[config.mk]
export PLATFORM = sky130hd
export DESIGN_NAME = freq_meter
export DESIGN_NICKNAME = d
export VERILOG_FILES = /design/src/rtl/freq_meter_pkg.sv /design/src/rtl/freq_meter_sig_sync_edge.sv /design/src/rtl/freq_meter.sv
export SDC_FILE = /design/constraint.sdc
export NUM_CORES = 1
export LEC_CHECK = 0
export CAP_MARGIN = 20
export CELL_PAD_IN_SITES_DETAIL_PLACEMENT = 0
export CELL_PAD_IN_SITES_GLOBAL_PLACEMENT = 1
export CORE_ASPECT_RATIO = 0.6
export CORE_UTILIZATION = 35
export CTS_CLUSTER_SIZE = 14
export DETAILED_ROUTE_END_ITERATION = 6
export PLACE_DENSITY_LB_ADDON = 0.08
export SKIP_CTS_REPAIR_TIMING = 1
export SLEW_MARGIN = 40
export SYNTH_ARGS = -nofsm -noshare
export SYNTH_HDL_FRONTEND = slang
export SYNTH_SLANG_ARGS = --single-unit
export TNS_END_PERCENT = 1
[constraint.sdc]
create_clock -name clk -period 5.2 [get_ports clk]
set_input_delay 1.04 -clock clk [delete_from_list [all_inputs] [get_ports clk]]
set_output_delay 1.04 -clock clk [all_outputs]
set_load 0.02 [all_outputs]
[src/rtl/freq_meter_pkg.sv]
// Shared types and defaults for the gated edge-counting frequency meter.
package freq_meter_pkg;

    typedef enum logic {
        IDLE    = 1'b0,
        MEASURE = 1'b1
    } state_t;

    localparam int unsigned DEF_CLK_HZ      = 50_000_000;
    localparam int unsigned DEF_GATE_CYCLES = 50_000_000;
    localparam int unsigned DEF_CNT_W       = 32;
    localparam int unsigned DEF_SYNC_STAGES = 2;
    localparam int unsigned SETTLE_CYCLES   = DEF_SYNC_STAGES + 1;

    // Cycles to wait after reset so a high input at reset cannot fake an edge.
    function automatic int unsigned settle_cycles(input int unsigned sync_stages);
        return sync_stages + 1;
    endfunction

endpackage

[src/rtl/freq_meter_sig_sync_edge.sv]
// Synchronizes the asynchronous measured signal and flags its rising edges.
module sig_sync_edge
    import freq_meter_pkg::*;
#(
    parameter int unsigned SYNC_STAGES = DEF_SYNC_STAGES
) (
    input  logic clk,
    input  logic RESETn,
    input  logic sig_in,
    output logic sync_out,
    output logic edge_c
);

    logic [SYNC_STAGES-1:0] sync_q;
    logic                   prev_q;

    always_ff @(posedge clk) begin
        if (!RESETn) begin
            sync_q <= '0;
            prev_q <= 1'b0;
        end else begin
            sync_q <= {sync_q[SYNC_STAGES-2:0], sig_in};
            prev_q <= sync_q[SYNC_STAGES-1];
        end
    end

    assign sync_out = sync_q[SYNC_STAGES-1];
    assign edge_c   = sync_out & ~prev_q;

endmodule

[src/rtl/freq_meter.sv]
// Counts rising edges of sig_in over back-to-back gate windows of GATE_CYCLES clocks.
module freq_meter
    import freq_meter_pkg::*;
#(
    parameter int unsigned CLK_HZ      = DEF_CLK_HZ,
    parameter int unsigned GATE_CYCLES = DEF_GATE_CYCLES,
    parameter int unsigned CNT_W       = DEF_CNT_W,
    parameter int unsigned SYNC_STAGES = DEF_SYNC_STAGES
) (
    input  logic             clk,
    input  logic             RESETn,
    input  logic             sig_in,
    input  logic             enable,
    output logic [CNT_W-1:0] freq_out,
    output logic             freq_valid,
    output logic             overflow,
    output logic             busy
);

    localparam int unsigned GATE_W   = (GATE_CYCLES > 1) ? $clog2(GATE_CYCLES) : 1;
    localparam int unsigned SETTLE_N = settle_cycles(SYNC_STAGES);
    localparam int unsigned SETTLE_W = $clog2(SETTLE_N + 1);
    localparam logic [GATE_W-1:0]   GATE_LAST = GATE_W'(GATE_CYCLES - 1);
    localparam logic [SETTLE_W-1:0] SETTLE_DONE = SETTLE_W'(SETTLE_N);

    if (GATE_CYCLES < 2 || SYNC_STAGES < 2 || CLK_HZ == 0) begin : g_bad_param
        $error("freq_meter: invalid parameter set");
    end

    state_t              state;
    state_t              state_nxt;
    logic [SETTLE_W-1:0] settle_cnt;
    logic [GATE_W-1:0]   gate_cnt;
    logic [CNT_W-1:0]    edge_cnt;
    logic                ovf;

    logic                edge_c;
    logic                sync_unused;
    logic                settled_c;
    logic                window_end_c;
    logic                run_c;
    logic                cnt_max_c;
    logic                sat_edge_c;
    logic [CNT_W-1:0]    edge_cnt_inc_c;

    sig_sync_edge #(
        .SYNC_STAGES(SYNC_STAGES)
    ) u_sync (
        .clk     (clk),
        .RESETn  (RESETn),
        .sig_in  (sig_in),
        .sync_out(sync_unused),
        .edge_c  (edge_c)
    );

    assign settled_c      = (settle_cnt == SETTLE_DONE);
    assign cnt_max_c      = &edge_cnt;
    assign sat_edge_c     = edge_c & cnt_max_c;
    assign edge_cnt_inc_c = edge_cnt + CNT_W'(edge_c & ~cnt_max_c);

    always_ff @(posedge clk) begin
        if (!RESETn) begin
            state <= IDLE;
        end else begin
            state <= state_nxt;
        end
    end

    // Next state and per-cycle counter control.
    always_comb begin
        state_nxt    = state;
        window_end_c = 1'b0;
        run_c        = 1'b0;
        case (state)
            IDLE: begin
                if (settled_c && enable) begin
                    state_nxt = MEASURE;
                end
            end
            MEASURE: begin
                window_end_c = (gate_cnt == GATE_LAST);
                run_c        = enable & ~window_end_c;
                if (!enable) begin
                    state_nxt = IDLE;
                end
            end
            default: state_nxt = IDLE;
        endcase
    end

    always_ff @(posedge clk) begin
        if (!RESETn) begin
            settle_cnt <= '0;
        end else if (!settled_c) begin
            settle_cnt <= settle_cnt + SETTLE_W'(1);
        end
    end

    // Counters restart on the closing cycle itself, so windows abut with no gap.
    always_ff @(posedge clk) begin
        if (!RESETn) begin
            gate_cnt   <= '0;
            edge_cnt   <= '0;
            ovf        <= 1'b0;
            freq_out   <= '0;
            freq_valid <= 1'b0;
            overflow   <= 1'b0;
            busy       <= 1'b0;
        end else begin
            freq_valid <= window_end_c;
            busy       <= (state_nxt == MEASURE);
            if (window_end_c) begin
                freq_out <= edge_cnt_inc_c;
                overflow <= ovf | sat_edge_c;
            end
            if (run_c) begin
                gate_cnt <= gate_cnt + GATE_W'(1);
                edge_cnt <= edge_cnt_inc_c;
                ovf      <= ovf | sat_edge_c;
            end else begin
                gate_cnt <= '0;
                edge_cnt <= '0;
                ovf      <= 1'b0;
            end
        end
    end

endmodule
==> metrics.cfg <==
[status]
outcome = finished, final reports clean

[global_route]
grt_pass1_vias = 2995
track_usage_pct = 16.8
grt_pass1_wl_um = 15800
gr-total-overflow = 0
antenna_found_initial = 0
grt_max_degree = 42

[critical_path]
path_buf_inv = 0
critical_path.most_common_cell = nor2_1
cp_slowest_cell = nor4_2
worstPathCellList = nand4_1, nor2_1, nand3_1, nor2_1, nor2_1, ha_1, ha_1, nand3_1, nor4_2, nand4_1, xor2_1, a21oi_1
path_max_fanout = 11
crit_type = reg -> reg
cp-end-kind = flop
timing.rr.end = freq_out[22]
cp-start-kind = flop
cp.required_ns = 5.41
regToRegStartpoint = edge_cnt[5]
path_delay_family = simple AND/OR/NAND/NOR gates
max_stage_delay_ns = 0.56
regToRegSetupSlack_ns = 2.21
reg2reg_depth = 12
worstPathArrival_ns = 3.20

[cts]
htree_levels = 3
tritoncts = built
clockBufferDepth = 2
cts_made_buffers = 9
cts.clk_slew.worst_paths_ns = 0.07
cts-root-buf = clkbuf_16
clock-sinks = 99
clk_latency_ns = 0.34

[routing]
firstDrtPassIters = 4
final_antenna_net_count = 0
drc = 0
vias_per_cell = 4.74
drtIter0Drc = 190
vias = 3053
routed_wl_um = 9240
wl_per_cell_um = 14.3

[synth]
synthTopCellsByArea = dfxtp_1 47%, xor2_1 8.0%, nor2_1 6.7%
synth_cells = 445
yosysWarnings = 0
ys_seq_area_share_pct = 47.4
yosysTopAreaCellShare_pct = 47.4
synthArstFlopShare_pct = 0
post-synth-top-count-cell = dfxtp_1
avgSynthCellArea_um2 = 9.39
synth.ff_latch_count = 99
syn-num-nets = 454
syn_area_mm2 = 0.00418
synth_edf_count = 0
synth_flop_cell = dfxtp_1
synth_common_cells = 99 x dfxtp_1, 75 x nor2_1, 38 x xor2_1, 33 x nand2_1, 30 x nand3_1
synth_area_leader_cell = dfxtp_1
ys_types = 43

[floorplanning]
start_util_pct = 36.5
io_pins = 39
core_mm2 = 0.0114
die-area_mm2 = 0.0124
die_w_um = 143
core.rowCount = 30
die_y_um = 86.6

[sta]
worst_pin_slew_ns = 0.682
fin_tns_setup_ns = 0
finalCriticalPeriod_ns = 2.99
hold_violations = 0
post-route-period-util_pct = 57.5
fin_skew_ns = 0.0102
rsz0062_at_grt = false
slew_headroom_pct = 54.2
fmax_ghz = 0.335
hold_ws_ns = 0.445
slew_viol_final = 0
finalSetupViolCount = 0

[min_path]
hold_start = u_sync.sync_q[0]
holdPathStages = 1
min_path_type = reg -> reg
hold_path_end = u_sync.sync_q[1]

[power]
vdd_drop_max_mv = 0.149
power.leakage_uw = 0.00180
powerDensity_mw_per_mm2 = 298

[run]
cap_violations = 0

[final_layout]
syn2layout_area_growth_pct = 19.3
layout-drive-gt1-share_pct = 8.06
diodes = 0
nNetsFinal = 488

[place]
io_buffers = 38
dp_hpwl_um = 6420
gp_congestion = 0.750

## routing by layer
layer  global-route usage (%)  vias up  share of wire, %
met5                        0        -                 0
met4                     5.57        0              0.93
met3                     3.87        8               3.4
met2                     21.0       40                36
met1                     26.8     1402                60
li1                         -     1603                 -
## worst max path at each step
| stage | startpoint | end | slack, ns | cells after the start |
|---|---|---|---|---|
| floorplan | edge_cnt[4] | freq_out[22] | 2.68 | 13 |
| global placement | RESETn | edge_cnt[5] | 2.06 | 6 |
| detailed placement | RESETn | edge_cnt[29] | 2.05 | 6 |
| CTS | edge_cnt[8] | freq_out[26] | 2.19 | 12 |
| global route | edge_cnt[5] | freq_out[25] | 1.80 | 11 |
| finish | edge_cnt[5] | freq_out[22] | 2.21 | 12 |
## state kept, by name, indices dropped and copies added, names as in the netlist
signal         flops
edge_cnt          32
busy               1
u_sync.sync_q      2
gate_cnt          26
freq_valid         1
ovf                1
overflow           1
settle_cnt         2
u_sync.prev_q      1
freq_out          32
## metrics by stage
stage | utilization (%) | std cells | total power (uW) | area (um^2) | worst slack, ns
after global placement | 40.6 | 628 | 806 | 4650 | 2.06
final | 43.5 | 644 | 1480 | 4980 | 2.21
after floorplan | - | 445 | 799 | 4180 | 2.68
after CTS | 43.5 | 644 | 1510 | 4970 | 2.19
after detailed placement | 40.7 | 628 | 807 | 4660 | 2.05
after global routing | 43.5 | 644 | 1540 | 4980 | 1.80
## report_power, final
group | leakage, uW | internal [uW] | total (uW) | switching (uW)
Clock | 0.000154 | 404 | 696 | 292
Combinational | 0.000847 | 10.8 | 23.2 | 12.4
Sequential | 0.000798 | 763 | 765 | 2.76
## area by class of cell
cell class | count | area [um^2]
fill | 1140 | 6460
multi-input combinational | 319 | 2050
sequential | 99 | 1980
timing repair buffer | 41 | 403
clock buffer | 12 | 256
tap | 160 | 200
clock inverter | 4 | 56.3
inverter | 9 | 33.8
## logic make-up after synthesis
family                     after synthesis  share of synthesized area [%]
muxes                                    3                          0.719
AOI/OAI and AO/OA                       52                           8.47
xor gates and xnor gates                55                           11.5
adders and majority gates                5                           1.50
and+or+nand+nor                        204                           26.4
DFF                                     99                           47.4
buffers and inverters                   27                           3.92
## layout by cell type, fill, tap and decap left out, drive strengths merged, types with 3 or more instances in the layout
| master | instances |
|---|---|
| dfxtp | 99 |
| inv | 11 |
| o211a | 14 |
| nor2b | 3 |
| buf | 3 |
| xnor2 | 17 |
| clkdlybuf4s50 | 38 |
| a21oi | 18 |
| xor2 | 38 |
| nand3 | 31 |
| nand4 | 20 |
| o21ai | 18 |
| and3 | 4 |
| clkbuf | 12 |
| nor4 | 10 |
| and4 | 3 |
| nand2 | 33 |
| nor2 | 75 |
| nor3 | 8 |
| and2 | 7 |
| ha | 5 |
| mux2i | 3 |
No activity file was read; power rests on OpenSTA's default activity.
